### src/rtl/plaintext_block_packer.sv
// Purpose: buffer USB receive bytes in a circular FIFO, pack 16 of them into a 128-bit AES block, and PKCS#7-pad a trailing partial block when flush is pulsed.
// Latency: 17 cycles from the first write strobe to block_valid; sustained rate is one block per 18 cycles.
// Backpressure: block_valid holds until block_ready; the FIFO keeps filling meanwhile, and writes arriving while full are dropped with a sticky overflow flag.
module plaintext_block_packer #(
    parameter int FIFO_DEPTH = 32,
    parameter int PTR_W      = 5
) (
    input  logic             clk,
    input  logic             n_rst,
    input  logic             w_enable,
    input  logic [7:0]       w_data,
    input  logic             flush,
    input  logic             block_ready,
    output logic [127:0]     block_data,
    output logic             block_valid,
    output logic             full,
    output logic [PTR_W:0]   fifo_count,
    output logic             overflow
);

    localparam logic [1:0] ST_IDLE   = 2'd0;
    localparam logic [1:0] ST_GATHER = 2'd1;
    localparam logic [1:0] ST_PAD    = 2'd2;
    localparam logic [1:0] ST_HOLD   = 2'd3;

    localparam logic [PTR_W:0] DEPTH_CNT = (PTR_W + 1)'(FIFO_DEPTH);

    // Byte storage. It has no reset: the pointers and count decide what is
    // valid, so clearing them is enough to discard buffered bytes.
    logic [7:0]       fifo_mem_q [FIFO_DEPTH];

    logic [PTR_W-1:0] wr_ptr_q, wr_ptr_d;
    logic [PTR_W-1:0] rd_ptr_q, rd_ptr_d;
    logic [PTR_W:0]   count_q, count_d;
    logic             full_q, full_d;
    logic             overflow_q, overflow_d;
    logic [3:0]       idx_q, idx_d;
    logic             flush_pending_q, flush_pending_d;
    logic [1:0]       state_q, state_d;
    logic [127:0]     block_q, block_d;

    logic             wr_accept;
    logic             fifo_empty;
    logic             pop;
    logic             fp_clr;
    logic [7:0]       pop_data;

    // full_q reflects occupancy at the start of the cycle, so a write that
    // lands on a full FIFO is dropped even if a pop frees a slot this cycle.
    assign wr_accept  = w_enable & ~full_q;
    assign fifo_empty = (count_q == '0);
    assign pop_data   = fifo_mem_q[rd_ptr_q];

    // Store accepted bytes at the write pointer.
    always_ff @(posedge clk) begin
        if (wr_accept) begin
            fifo_mem_q[wr_ptr_q] <= w_data;
        end
    end

    // FIFO pointers, occupancy, registered full, and the sticky overflow flag.
    always_comb begin
        wr_ptr_d   = wr_ptr_q + PTR_W'(wr_accept);
        rd_ptr_d   = rd_ptr_q + PTR_W'(pop);
        count_d    = count_q + (PTR_W + 1)'(wr_accept) - (PTR_W + 1)'(pop);
        full_d     = (count_d == DEPTH_CNT);
        overflow_d = overflow_q | (w_enable & full_q);
    end

    // Packing FSM: gather 16 lanes, pad a partial block on flush, then hold
    // the block until the AES core takes it.
    always_comb begin
        state_d = state_q;
        idx_d   = idx_q;
        block_d = block_q;
        pop     = 1'b0;
        fp_clr  = 1'b0;
        case (state_q)
            ST_IDLE: begin
                // Looking at the incoming write as well as the stored count
                // lets the first byte of a burst be popped in the very next
                // cycle, which is what keeps first-block latency at 17.
                if (!fifo_empty || wr_accept) begin
                    state_d = ST_GATHER;
                end else if (flush_pending_q) begin
                    fp_clr = 1'b1;
                end
            end
            ST_GATHER: begin
                if (!fifo_empty) begin
                    pop = 1'b1;
                    block_d[{idx_q, 3'b000} +: 8] = pop_data;
                    idx_d = idx_q + 4'd1;
                    if (idx_q == 4'd15) begin
                        state_d = ST_HOLD;
                    end
                end else if (flush_pending_q) begin
                    if (idx_q != 4'd0) begin
                        state_d = ST_PAD;
                    end else begin
                        // Transfer ended on a block boundary: nothing to pad.
                        fp_clr  = 1'b1;
                        state_d = ST_IDLE;
                    end
                end
            end
            ST_PAD: begin
                for (int k = 0; k < 16; k++) begin
                    if (k >= int'(idx_q)) begin
                        block_d[k*8 +: 8] = 8'd16 - {4'd0, idx_q};
                    end
                end
                fp_clr  = 1'b1;
                state_d = ST_HOLD;
            end
            ST_HOLD: begin
                if (block_ready) begin
                    state_d = ST_IDLE;
                    idx_d   = 4'd0;
                    block_d = '0;
                end
            end
            default: begin
                state_d = ST_IDLE;
            end
        endcase
    end

    // A new flush pulse takes priority over a clear in the same cycle, so an
    // end-of-transfer marker is never lost.
    always_comb begin
        flush_pending_d = (flush_pending_q & ~fp_clr) | flush;
    end

    // State registers; any reset discards buffered bytes and any partial block.
    always_ff @(posedge clk or negedge n_rst) begin
        if (!n_rst) begin
            wr_ptr_q        <= '0;
            rd_ptr_q        <= '0;
            count_q         <= '0;
            full_q          <= 1'b0;
            overflow_q      <= 1'b0;
            idx_q           <= 4'd0;
            flush_pending_q <= 1'b0;
            state_q         <= ST_IDLE;
            block_q         <= '0;
        end else begin
            wr_ptr_q        <= wr_ptr_d;
            rd_ptr_q        <= rd_ptr_d;
            count_q         <= count_d;
            full_q          <= full_d;
            overflow_q      <= overflow_d;
            idx_q           <= idx_d;
            flush_pending_q <= flush_pending_d;
            state_q         <= state_d;
            block_q         <= block_d;
        end
    end

    assign block_data  = block_q;
    assign block_valid = (state_q == ST_HOLD);
    assign full        = full_q;
    assign fifo_count  = count_q;
    assign overflow    = overflow_q;

endmodule

### config.mk
export PLATFORM = sky130hd
export DESIGN_NAME = plaintext_block_packer
export DESIGN_NICKNAME = d
export VERILOG_FILES = /design/src/rtl/plaintext_block_packer.sv
export SDC_FILE = /design/constraint.sdc
export NUM_CORES = 1
export LEC_CHECK = 0
export CAP_MARGIN = 20
export CORE_MARGIN = 2
export CORE_UTILIZATION = 50
export DETAILED_ROUTE_END_ITERATION = 7
export PLACE_DENSITY = 0.77
export SYNTH_ARGS = -nofsm -noshare
export SYNTH_HDL_FRONTEND = slang
export SYNTH_SLANG_ARGS = --single-unit
### constraint.sdc
create_clock -name clk -period 6.25 [get_ports clk]
set_input_delay 0.9375 -clock clk [delete_from_list [all_inputs] [get_ports clk]]
set_output_delay 0.9375 -clock clk [all_outputs]
set_load 0.01 [all_outputs]
; ---- After elaboration in Yosys (flattened, before gate mapping)
; Memory sizes are Yosys's and may differ from the RTL's.
; Cells that the tools add are included.
[totals]
register_bits = 153
latchBits = 0
ramBits = 256
romBits = 0
inputBits = 13
out_inout_bits = 137
wordCells = 145
memories = 1
[mem_list]
columns = memory, depth, width, read_ports, rd_clocked_by_memory_dff, wr, line_no
row1 = fifo_mem_q, 32, 8, 1, 0, 1, 30  ; logic [7:0] fifo_mem_q [FIFO_DEPTH];
[op_classes]
n_addsub = 7
mul = 0
div = 0
magnitude_cmp = 15
n_eq_ne = 25
shift = 2
muxes = 39
n_bitwise = 7
n_reduce_logical = 25
[op_table]
columns = cell, count
row1 = $pmux 128 s3, 1
row2 = $mux 128, 2
row3 = $bwmux 128, 1
row4 = $shift 8x9->128 const A, 1
row5 = $shiftx 8x9->128, 1
row6 = $mux 8, 15
row7 = $reduce_and 4->1, 16
row8 = $ne 2x2->1 const B, 18
row9 = $ge 4x4->1 const A, 7
row10 = $ge 3x4->1 const A, 4
row11 = $mux 2, 6
row12 = $add 5x1->5, 2
row13 = $mux 1, 9
row14 = $neg 7->9, 1
row15 = $ge 1x4->1 const A, 2
row16 = $ge 2x4->1 const A, 2
row17 = $mux 4, 2
row18 = $pmux 2 s4, 1
row19 = $pmux 4 s2, 1
row20 = $add 6x1->6, 1
row21 = $eq 6x6->1 const B, 1
row22 = $logic_not 6->1, 1
row23 = $ne 3x3->1 const B, 2
row24 = $reduce_and 3->1, 2
row25 = other kinds (16), 21

; ---- Longest topological paths before layout
[logic_depth]
depth_word = 8
mapped_depth = 16
depth_no_buf = 14

; ---- Least setup slack after synthesis
; Ideal clock, no wire load.
[synth_path]
path_kind = reg2reg
startpoint = register count_q[2], in the netlist fifo_count[2]
endpoint = register full_q, in the netlist full
setup_ns = 0.101
t_arrival_ns = 3.021
required_ns = 6.149
path_slack_ns = 3.128
stages_incl_launch_ff = 15
n_path_buf = 2
synth_period_minus_slack_ns = 3.122
cell_sequence = dfrtp_1 inv_1 ha_1 nand4bb_1 nand3_1 clkbuf_1 clkbuf_1 nand2_1 nand2_1 ha_1 inv_1 fa_1 inv_1 or4_1 nor4_1
[synth_between]
elab_chain_len = 5
elab_cells_between_ends = 6
classes_between = add/sub: 2 / eq/ne: 1 / mux: 2 / reduce/logical: 1
[synth_rtl]
columns = item, line_no
row1 = start: declaration, 34  ; logic [PTR_W:0] count_q, count_d;
row2 = start signal: assignment, 150  ; count_q <= count_d;
row3 = $logic_not 6->1, 51  ; assign fifo_empty = (count_q == '0);
row4 = $mux 1, 90  ; if (!fifo_empty) begin
row5 = $mux 1, 78  ; case (state_q)
row6 = $sub 6x1->6, 65  ; count_d = count_q + (PTR_W + 1)'(wr_accept) - (PTR_W + 1)'(pop);
row7 = via count_d[1], 34
row8 = $eq 6x6->1, 66  ; full_d = (count_d == DEPTH_CNT);
row9 = via full_d, 35  ; logic full_q, full_d;
row10 = end signal: assignment, 151  ; full_q <= full_d;
row11 = end: declaration, 35
; The timed path passes the listed nets, and every way through them passes these cells.
; A chain may end at the register's enable or synchronous reset.

==> out/metrics.yaml <==
drt:
  drtAntennaViolNets: 0
  drc_errors: 0
  vias_per_cell: 6.26
  wl_per_cell_um: 25.0
  drt_iter0_markers: 1320
  via_count: 10700
  first_pass_iters: 6
  drt_wl_total_um: 42700
sta:
  fin_skew_ns: 0.0280
  period_needed_ns: 3.79
  rsz0062_at_grt: "false"
  post-route-period-util_pct: 60.7
  setup_tns_ns: 0
  setup_violations: 0
  hold_viol: 0
  clock.fmax_ghz: 0.264
  finalHoldWorstSlack_ns: 0.460
  worst_slew_pin_slew_ns: 1.20
  finalMaxSlewViolations: 0
  slew_headroom_pct: 20.2
clock_tree:
  cts_buffer_depth: 3
  postCtsSetupBuffers: 0
  clk_latency_ns: 0.54
  holdBufCountCts: 0
  cts_tree: "done"
  clk_pin_slew_worst_paths_ns: 0.06
  root_buffer: "clkbuf_16"
  htreeDepth: 2
  cts_buffers: 41
  cts_resized: 0
  cts.sinks: 409
floorplanning:
  start_util_pct: 50.6
  ios: 150
  core_area_um2: 33400
  fp.dieW_um: 188
  die_h_um: 188
  design.die.area_um2: 35400
  rows: 67
worst_setup_path:
  cp_top_family: "simple AND/OR/NAND/NOR gates"
  cp.depth: 10
  startpoint_type: "flop"
  worstPathRequired_ns: 6.67
  critical_path_buf_inv_count: 2
  cp_max_fo: 18
  ff2ff_path_depth: 10
  critPathMaxStageDelay_ns: 0.84
  critical-path-slowest-cell: "nor2_1"
  crit_chain: "nand2b_1 -> nor2_1 -> nand2_1 -> nand2_1 -> ha_1 -> inv_1 -> fa_1 -> inv_1 -> or4_1 -> nor4_1"
  arrival_ns: 4.21
  cp-end-kind: "flop"
  criticalPathCategory: "flop to flop"
synthesis:
  synth_area_per_cell_um2: 15.4
  synth-async-reset-ratio_pct: 37.4
  synth_edf_count: 256
  yosysWarnings: 0
  synth_ff_type: "edfxtp_1"
  synth-seq-cells: 409
  synth_fp_nets: 1125
  synthCells: 1098
  netlist_area_um2: 16900
  seq_area_frac_synth_pct: 68.0
  synth_cell_type_count: 67
power_and_ir_drop:
  leakage_uw: 0.00736
  total_power_uw: 10400
  power_density_nw_per_um2: 519
  ir_worst_vdd_mv: 0.277
placement:
  dp_cells: 1629
  portBuffers: 149
  dp.final_hpwl_um: 28000
  place.gp.congestion: 0.913
final_layout:
  layout-drive-gt1-share_pct: 12.5
  antenna_cells: 0
  synthToLayoutAreaGrowth_pct: 18.4
  layout_commonest_cell: "edfxtp_1"
  layout_common_cells: "edfxtp_1, dfrtp_1, clkdlybuf4s50_1"
  final_nets: 1259
  stdcell_count: 1710
global_routing:
  grt_usage_pct: 24.1
  antenna_found_initial: 0
  grt_pass1_vias: 10400
  grt_pass1_wl_um: 65100
  grt_max_degree: 99
  gr-total-overflow: 0
hold_path:
  hold_class: "flop to flop"
  whs_path_depth: 1
flow_run:
  cap_violations: 0
run_status:
  status: "finished clean"
[path summary, 6_finish.rpt]
path | startpoint | end | slack [ns]
setup / recovery | flop | full | 2.46
hold / removal | overflow | overflow | 0.46
setup reg to reg | flop | full | 2.46
hold reg to reg | overflow | overflow | 0.46
max in group asynchronous | n_rst | block_data[23] | 4.46
min in group asynchronous | n_rst | block_data[101] | 0.50
[Yosys cell counts (all sizes together) (9+ instances only)]
cell type  number  area [um2]
dfrtp         153        3830
o21ai          39         195
ha             13         163
buf            44         338
o221ai         61         559
nand3          19        95.1
nor2           53         199
a22o           55         488
nand2          72         270
and2           11        68.8
a22oi          20         165
mux4           48        1080
inv            19        71.3
o22ai           9        56.3
mux2i          41         410
edfxtp        256        7690
nand3b          9        67.6
clkbuf         31         118
a21oi          35         175
xnor2          10        87.6
[report_power, final]
part,switching [uW],internal (uW),total [uW]
sequential,545,3370,3920
combinational,2440,1710,4150
clock,989,1350,2340
[logic make-up (layout without fill, tap and decap cells)]
family	after synthesis	after routing	synth area share, %
xor+xnor	15	15	0.887
fa+ha+maj	14	14	1.08
compound gates	255	255	11.4
simple gates	221	221	6.61
flops	409	409	68.0
mux	90	90	8.87
buf+inv	94	258	3.11
[worst register-to-register path, delay by kind of cell (launching register included)]
kind / cells / cell delay (ns)
flip-flops: 1 / 0.57
AND/OR/NAND/NOR: 6 / 2.33
buffers and inverters: 2 / 0.12
adder cells (fa/ha/maj): 2 / 0.66
[per-stage QoR]
stage	instance area [um2]	util (%)	setup slack, ns
after global placement	18600	55.6	2.75
final	20000	59.9	2.46
after global routing	20000	59.9	2.16
after detailed placement	18600	55.7	2.63
after floorplan	16900	-	3.13
after CTS	19900	59.5	2.53
[final cells by class]
type | count | area [um2]
clock buffers | 62 | 1190
flip-flops and latches | 409 | 11500
inverters | 19 | 71.3
fillers | 2420 | 13400
multi-input cells | 595 | 4890
well taps | 448 | 561
repair buffers | 166 | 1730
clock inverters | 11 | 88.8
[per-layer routing]
layer  GRT usage [%]  vias to the layer above  part of all wire, %
met5               0                        -                    0
li1                -                     4575                    -
met2            40.1                      647                   49
met4            8.24                        0                  3.7
met1            32.3                     5384                   38
met3            4.30                      101                  8.8
No activity file was read; power rests on OpenSTA's default activity.
